===== config.mk =====
export PLATFORM = sky130hd
export DESIGN_NAME = cache_ctrl_dm128
export DESIGN_NICKNAME = d
export VERILOG_FILES = /design/src/rtl/cache_ctrl_dm128.sv
export SDC_FILE = /design/constraint.sdc
export NUM_CORES = 2
export LEC_CHECK = 0
export BUFFER_PORTS_ARGS = -buffer_cell sky130_fd_sc_hd__buf_4
export CAP_MARGIN = 15
export CORE_ASPECT_RATIO = 0.75
export CORE_MARGIN = 5
export CORE_UTILIZATION = 50
export CTS_CLUSTER_SIZE = 25
export DETAILED_ROUTE_END_ITERATION = 8
export PLACE_DENSITY = 0.67
export REMOVE_ABC_BUFFERS = 1
export SETUP_SLACK_MARGIN = 0.15
export SLEW_MARGIN = 20
export SYNTH_ARGS = -nofsm -noshare
export SYNTH_HDL_FRONTEND = slang
export SYNTH_SLANG_ARGS = --single-unit

===== constraint.sdc =====
create_clock -name clk -period 4.35 [get_ports clk]
set_clock_uncertainty 0.05 [all_clocks]
set_input_delay 0.2175 -clock clk [delete_from_list [all_inputs] [get_ports clk]]
set_output_delay 0.2175 -clock clk [all_outputs]
set_load 0.1 [all_outputs]

===== src/rtl/cache_ctrl_dm128.sv =====
// Direct-mapped, write-back, write-allocate cache controller: 128 lines x 4 words x 16 bits.
// Tag/valid/dirty state lives here; the data array itself is external and steered by line_sel/word_sel.
module cache_ctrl_dm128 (
  input  logic         clk,
  input  logic         rst,
  input  logic         req_valid,
  input  logic         req_we,
  input  logic [15:0]  req_addr,
  output logic         done,
  output logic         hit,
  output logic         stall,
  output logic [127:0] line_sel,
  output logic [1:0]   word_sel,
  output logic         data_we,
  output logic         data_src,
  output logic         mem_req,
  output logic         mem_we,
  output logic [15:0]  mem_addr,
  input  logic         mem_ack
);

  typedef enum logic [2:0] {
    S_IDLE,
    S_COMPARE,
    S_WB,
    S_FILL,
    S_UPDATE
  } state_t;

  state_t       state, state_nxt;
  logic [5:0]   lat_tag;
  logic [6:0]   lat_idx;
  logic [1:0]   lat_word;
  logic         lat_we;
  logic [1:0]   word_cnt;
  logic         miss_flag;
  logic [127:0] valid_bits;
  logic [127:0] dirty_bits;
  logic [5:0]   tag_mem [128];
  logic [5:0]   stored_tag;
  logic         line_hit;
  logic         unused_addr_bit;

  assign unused_addr_bit = req_addr[0];
  assign stored_tag      = tag_mem[lat_idx];
  assign line_hit        = valid_bits[lat_idx] && (stored_tag == lat_tag);

  always_ff @(posedge clk) begin
    if (rst) begin
      state      <= S_IDLE;
      lat_tag    <= '0;
      lat_idx    <= '0;
      lat_word   <= '0;
      lat_we     <= 1'b0;
      word_cnt   <= '0;
      miss_flag  <= 1'b0;
      valid_bits <= '0;
      dirty_bits <= '0;
    end else begin
      state <= state_nxt;
      case (state)
        S_IDLE: begin
          if (req_valid) begin
            lat_tag  <= req_addr[15:10];
            lat_idx  <= req_addr[9:3];
            lat_word <= req_addr[2:1];
            lat_we   <= req_we;
          end
        end
        S_COMPARE: begin
          if (line_hit) begin
            miss_flag <= 1'b0;
            if (lat_we) dirty_bits[lat_idx] <= 1'b1;
          end else begin
            word_cnt <= '0;
          end
        end
        // The counter wraps 3 -> 0 on the last ack, so WB hands FILL a zeroed counter.
        S_WB, S_FILL: begin
          if (mem_ack) word_cnt <= word_cnt + 2'd1;
        end
        S_UPDATE: begin
          valid_bits[lat_idx] <= 1'b1;
          dirty_bits[lat_idx] <= 1'b0;
          miss_flag           <= 1'b1;
        end
        default: ;
      endcase
    end
  end

  // NOTE: the tag array has no reset; a cleared valid bit makes its contents irrelevant.
  always_ff @(posedge clk) begin
    if (!rst && state == S_UPDATE) tag_mem[lat_idx] <= lat_tag;
  end

  // NOTE: every output gets a default before the case so no path can infer a latch.
  always_comb begin
    state_nxt = state;
    done      = 1'b0;
    hit       = 1'b0;
    stall     = 1'b0;
    line_sel  = '0;
    word_sel  = '0;
    data_we   = 1'b0;
    data_src  = 1'b0;
    mem_req   = 1'b0;
    mem_we    = 1'b0;
    mem_addr  = '0;
    if (state != S_IDLE) line_sel = 128'd1 << lat_idx;
    case (state)
      S_IDLE: begin
        stall = req_valid;
        if (req_valid) state_nxt = S_COMPARE;
      end
      S_COMPARE: begin
        if (line_hit) begin
          done      = 1'b1;
          hit       = !miss_flag;
          word_sel  = lat_word;
          data_we   = lat_we;
          state_nxt = S_IDLE;
        end else begin
          stall     = 1'b1;
          state_nxt = (valid_bits[lat_idx] && dirty_bits[lat_idx]) ? S_WB : S_FILL;
        end
      end
      S_WB: begin
        stall    = 1'b1;
        mem_req  = 1'b1;
        mem_we   = 1'b1;
        mem_addr = {stored_tag, lat_idx, word_cnt, 1'b0};
        word_sel = word_cnt;
        if (mem_ack && word_cnt == 2'd3) state_nxt = S_FILL;
      end
      S_FILL: begin
        stall    = 1'b1;
        mem_req  = 1'b1;
        mem_addr = {lat_tag, lat_idx, word_cnt, 1'b0};
        word_sel = word_cnt;
        if (mem_ack) begin
          data_we  = 1'b1;
          data_src = 1'b1;
          if (word_cnt == 2'd3) state_nxt = S_UPDATE;
        end
      end
      S_UPDATE: begin
        stall     = 1'b1;
        state_nxt = S_COMPARE;
      end
      default: state_nxt = S_IDLE;
    endcase
  end

endmodule


==> metrics.md <==
| Metric | Value |
|---|---|
| Status | finished with violations |
| Failing checks | negative setup slack |
| EDFF count, synth | 768 |
| Hold EP | state[0] |
| Multi-input logic area | 14600 µm² |
| Worst-skew pair later-pin latency | 0.67 ns |
| RSZ-0062 raised after global routing | yes |
| DRT iter0 DRCs | 4561 |
| VDD IR-drop max | 0.347 mV |
| Post-synth top area cell | edfxtp_1 |
| Total grt overflow | 0 |
| Post-layout net count | about 3600 |
| Die area | 94600 µm² |
| Core area | 87700 µm² |
| Clock Sinks | 1053 |
| Fin. Hold Viols | 0 |
| Final period util | 108% |
| Cell variety after synth | 77 |
| Seq/Total Area, Yosys | between 60% and 70% |
| Final setup viols | 6 |
| Final WL | 145000 µm |
| Top cell type's share of synthesized area | 52.1% |
| Internal cell power | 17.2 mW |
| Worst hold path cell count | 5 |
| HP Class | in2reg |
| Root buf cell | clkbuf_16 |
| CTS tree | done |
| Yosys warning count | 0 |
| Top FF cell, synth | edfxtp_1 |
| Area Growth Syn to Fin | 18.9% |
| Min Tclk post-route | 4.70 ns |
| Num CTS Buffers | 100 |
| Drc violations | 0 |
| Worst r2r src | lat_idx[4] |
| Most common cell after layout, fill and taps aside | edfxtp_1 |
| Worst-path fanout max | 8 |
| Setup slack, reg-to-reg | 0.21 ns |
| Crit Path Category | reg2out |
| Fin Setup TNS | -1.55 ns |
| Leak | about 18 nW |
| First-pass GRT wire length | 208000 µm |
| Crit path DAT | 4.43 ns |
| Switch Pwr | 6.04 mW |
| Fin cells | 4820 |
| Clock transition at path regs | 0.07 ns |
| Power share of the sequential group | a little under half |
| Router iterations before antenna repair | 8 |
| Area contributors post-synth | edfxtp_1 (52%), dfxtp_1 (13%), mux4_2 (6.7%) |
| Register area | 28800 µm² |
| Sw Ratio | about a quarter |
| Crit end category | primary output |
| Logic pwr share | 13.7% |
| Finished Cell Area | 52600 µm² |
| Input/output buffers | 171 |
| Most frequent cells in the layout | edfxtp_1 (768), buf_4 (361), nor2_1 (298), nand3_1 (274), dfxtp_1 (271) |
| Hold_sp | req_valid |
| Synth Instances | 3326 |
| CTS max path bufs | 3 |
| Async SR Flop Fraction | 0% |
| Max Transition Viols Final | 0 |
| Worst Reg2Reg Path Length in Cells | 14 |
| Largest net degree at the start of global routing | 259 |
| Syn avg cell area | 13.3 µm² |
| Die width | about 350 µm |
| Actual slew at the worst max-slew pin | 1.14 ns |
| Placed cell areas | 47700 µm² |
| Final WS setup | -0.347 ns |
| Via count | ~32000 |
| Initial Utilization | 50.4% |
| Slew margin rel. | 23.8% |
| Vias in the first global route | between 30000 and 40000 |
| FF+latch count, synth | 1053 |
| Ports | 174 |
| Share of layout cells above drive strength 1 | 23.5% |
| Final ANT Viol Nets | 0 |
| Routed vias/inst | 6.62 |
| Cell Rows | 94 |
| Total track usage | roughly 30% |
| Inst Count DP | 4557 |
| Power per cell area | between 400 and 500 nW/µm² |
| Mapped Area | 44200 µm² |
| Placer congestion estimate | 0.960 |
| Fillers | 6669 |
| Hpwl dp | 93200 µm |
| Die height | 268 µm |
| H-tree levels | 3 |
| Initial antenna violation count | 2 |
| Max-cap violations | 0 |
| Worst setup SP type | flop |
| Hold Worst Slack | 0.0633 ns |
| Drt wl/cell | 30.0 µm |
| Critical Path RT | 4.08 ns |
| Max Freq | 213 MHz |
| Clock Power Share | 38.6% |
metal layers:
layer,vias up,global-route usage (%),wire [µm]
met2,2231,43.9,62000
met4,2,8.84,4740
met1,16082,43.1,57700
met3,291,8.98,20000
met5,-,1.35,189
li1,13324,-,-
cell usage after synthesis (14+ instances only):
cell type	n
mux2i_1	165
nor2_1	305
nor4_1	14
nand4_1	17
a21oi_1	40
clkbuf_1	206
nor3_1	25
mux4_2	131
nand2_1	203
and2_1	14
buf_2	32
buf_4	24
nand3_1	274
o22ai_1	49
a221oi_1	25
nor2b_1	15
edfxtp_1	768
a22o_1	14
mux2_2	31
o21ai_1	32
a22oi_1	99
o21ai_0	116
a21o_1	137
dfxtp_1	285
or4_1	129
a211oi_1	17
buf_1	23
cells by family after synthesis:
group	Yosys count	share of synthesized area (%)
flip-flops	1053	65.0
AND/OR/NAND/NOR	1038	11.4
AO/OA/AOI/OAI	585	9.01
multiplexers	329	11.3
buffers and inverters	312	3.11
XOR/XNOR	7	0.139
adder cells (fa/ha/maj)	1	0.0283
other	1	0.00847
timing repair:
action,in CTS,in global routing
pin swaps,17,8
hold buffers,18,0
resized for setup,96,50
endpoints found under the setup margin,141,11
cloned,8,2
hold endpoints to repair,48,0
buffers inserted,35,10
layout make-up:
cell class / count / area share (%)
clock inverter: 60 / 1.14
multi-input combinational: 1961 / 27.8
sequential: 1053 / 54.8
antenna: 1 / 0.00476
inverter: 16 / 0.140
clock buffer: 129 / 5.28
timing repair buffer: 448 / 8.11
tap: 1152 / 2.74
worst max path at each step:
stage / from / end / cells after the start
after floorplan: state[0] / tag_mem[0][0] / 3
after global placement: flop / data_we / 14
after detailed placement: flop / data_we / 14
after CTS: flop / stall / 11
after global routing: flop / word_sel[0] / 15
final: flop / word_sel[0] / 15
power groups by stage:
stage          Sequential (mW)  Clock (mW)  Combinational [mW]
2_1_floorplan             11.4           0                1.44
3_3_place_gp              11.3           0                2.68
3_5_place_dp              11.3           0                2.72
4_1_cts                   11.0        9.01                2.98
5_1_grt                   11.0        9.42                3.27
6_report                  11.1        8.96                3.18
critical path, stage by stage (launching register included):
cell and delay, ns:
dfxtp_4 0.40, buf_12 0.13, buf_12 0.13, mux4_2 0.58, mux4_2 0.55, mux2i_4 0.21, xnor2_2 0.15, nor3_2 0.06
nor3_2 0.27, o41ai_2 0.10, mux2_4 0.32, buf_6 0.13, and2_4 0.17, buf_6 0.15, a21o_1 0.21, buf_12 0.17
per-stage QoR:
step	setup slack, ns	power, mW	util [%]
floorplan	-16.12	12.9	-
global placement	-0.292	13.9	54.3
detailed placement	-0.330	14.0	54.3
CTS	-0.321	23.0	59.5
global route	-0.386	23.7	59.9
finish	-0.347	23.2	60.0
Power figures use the tool's default switching activity.
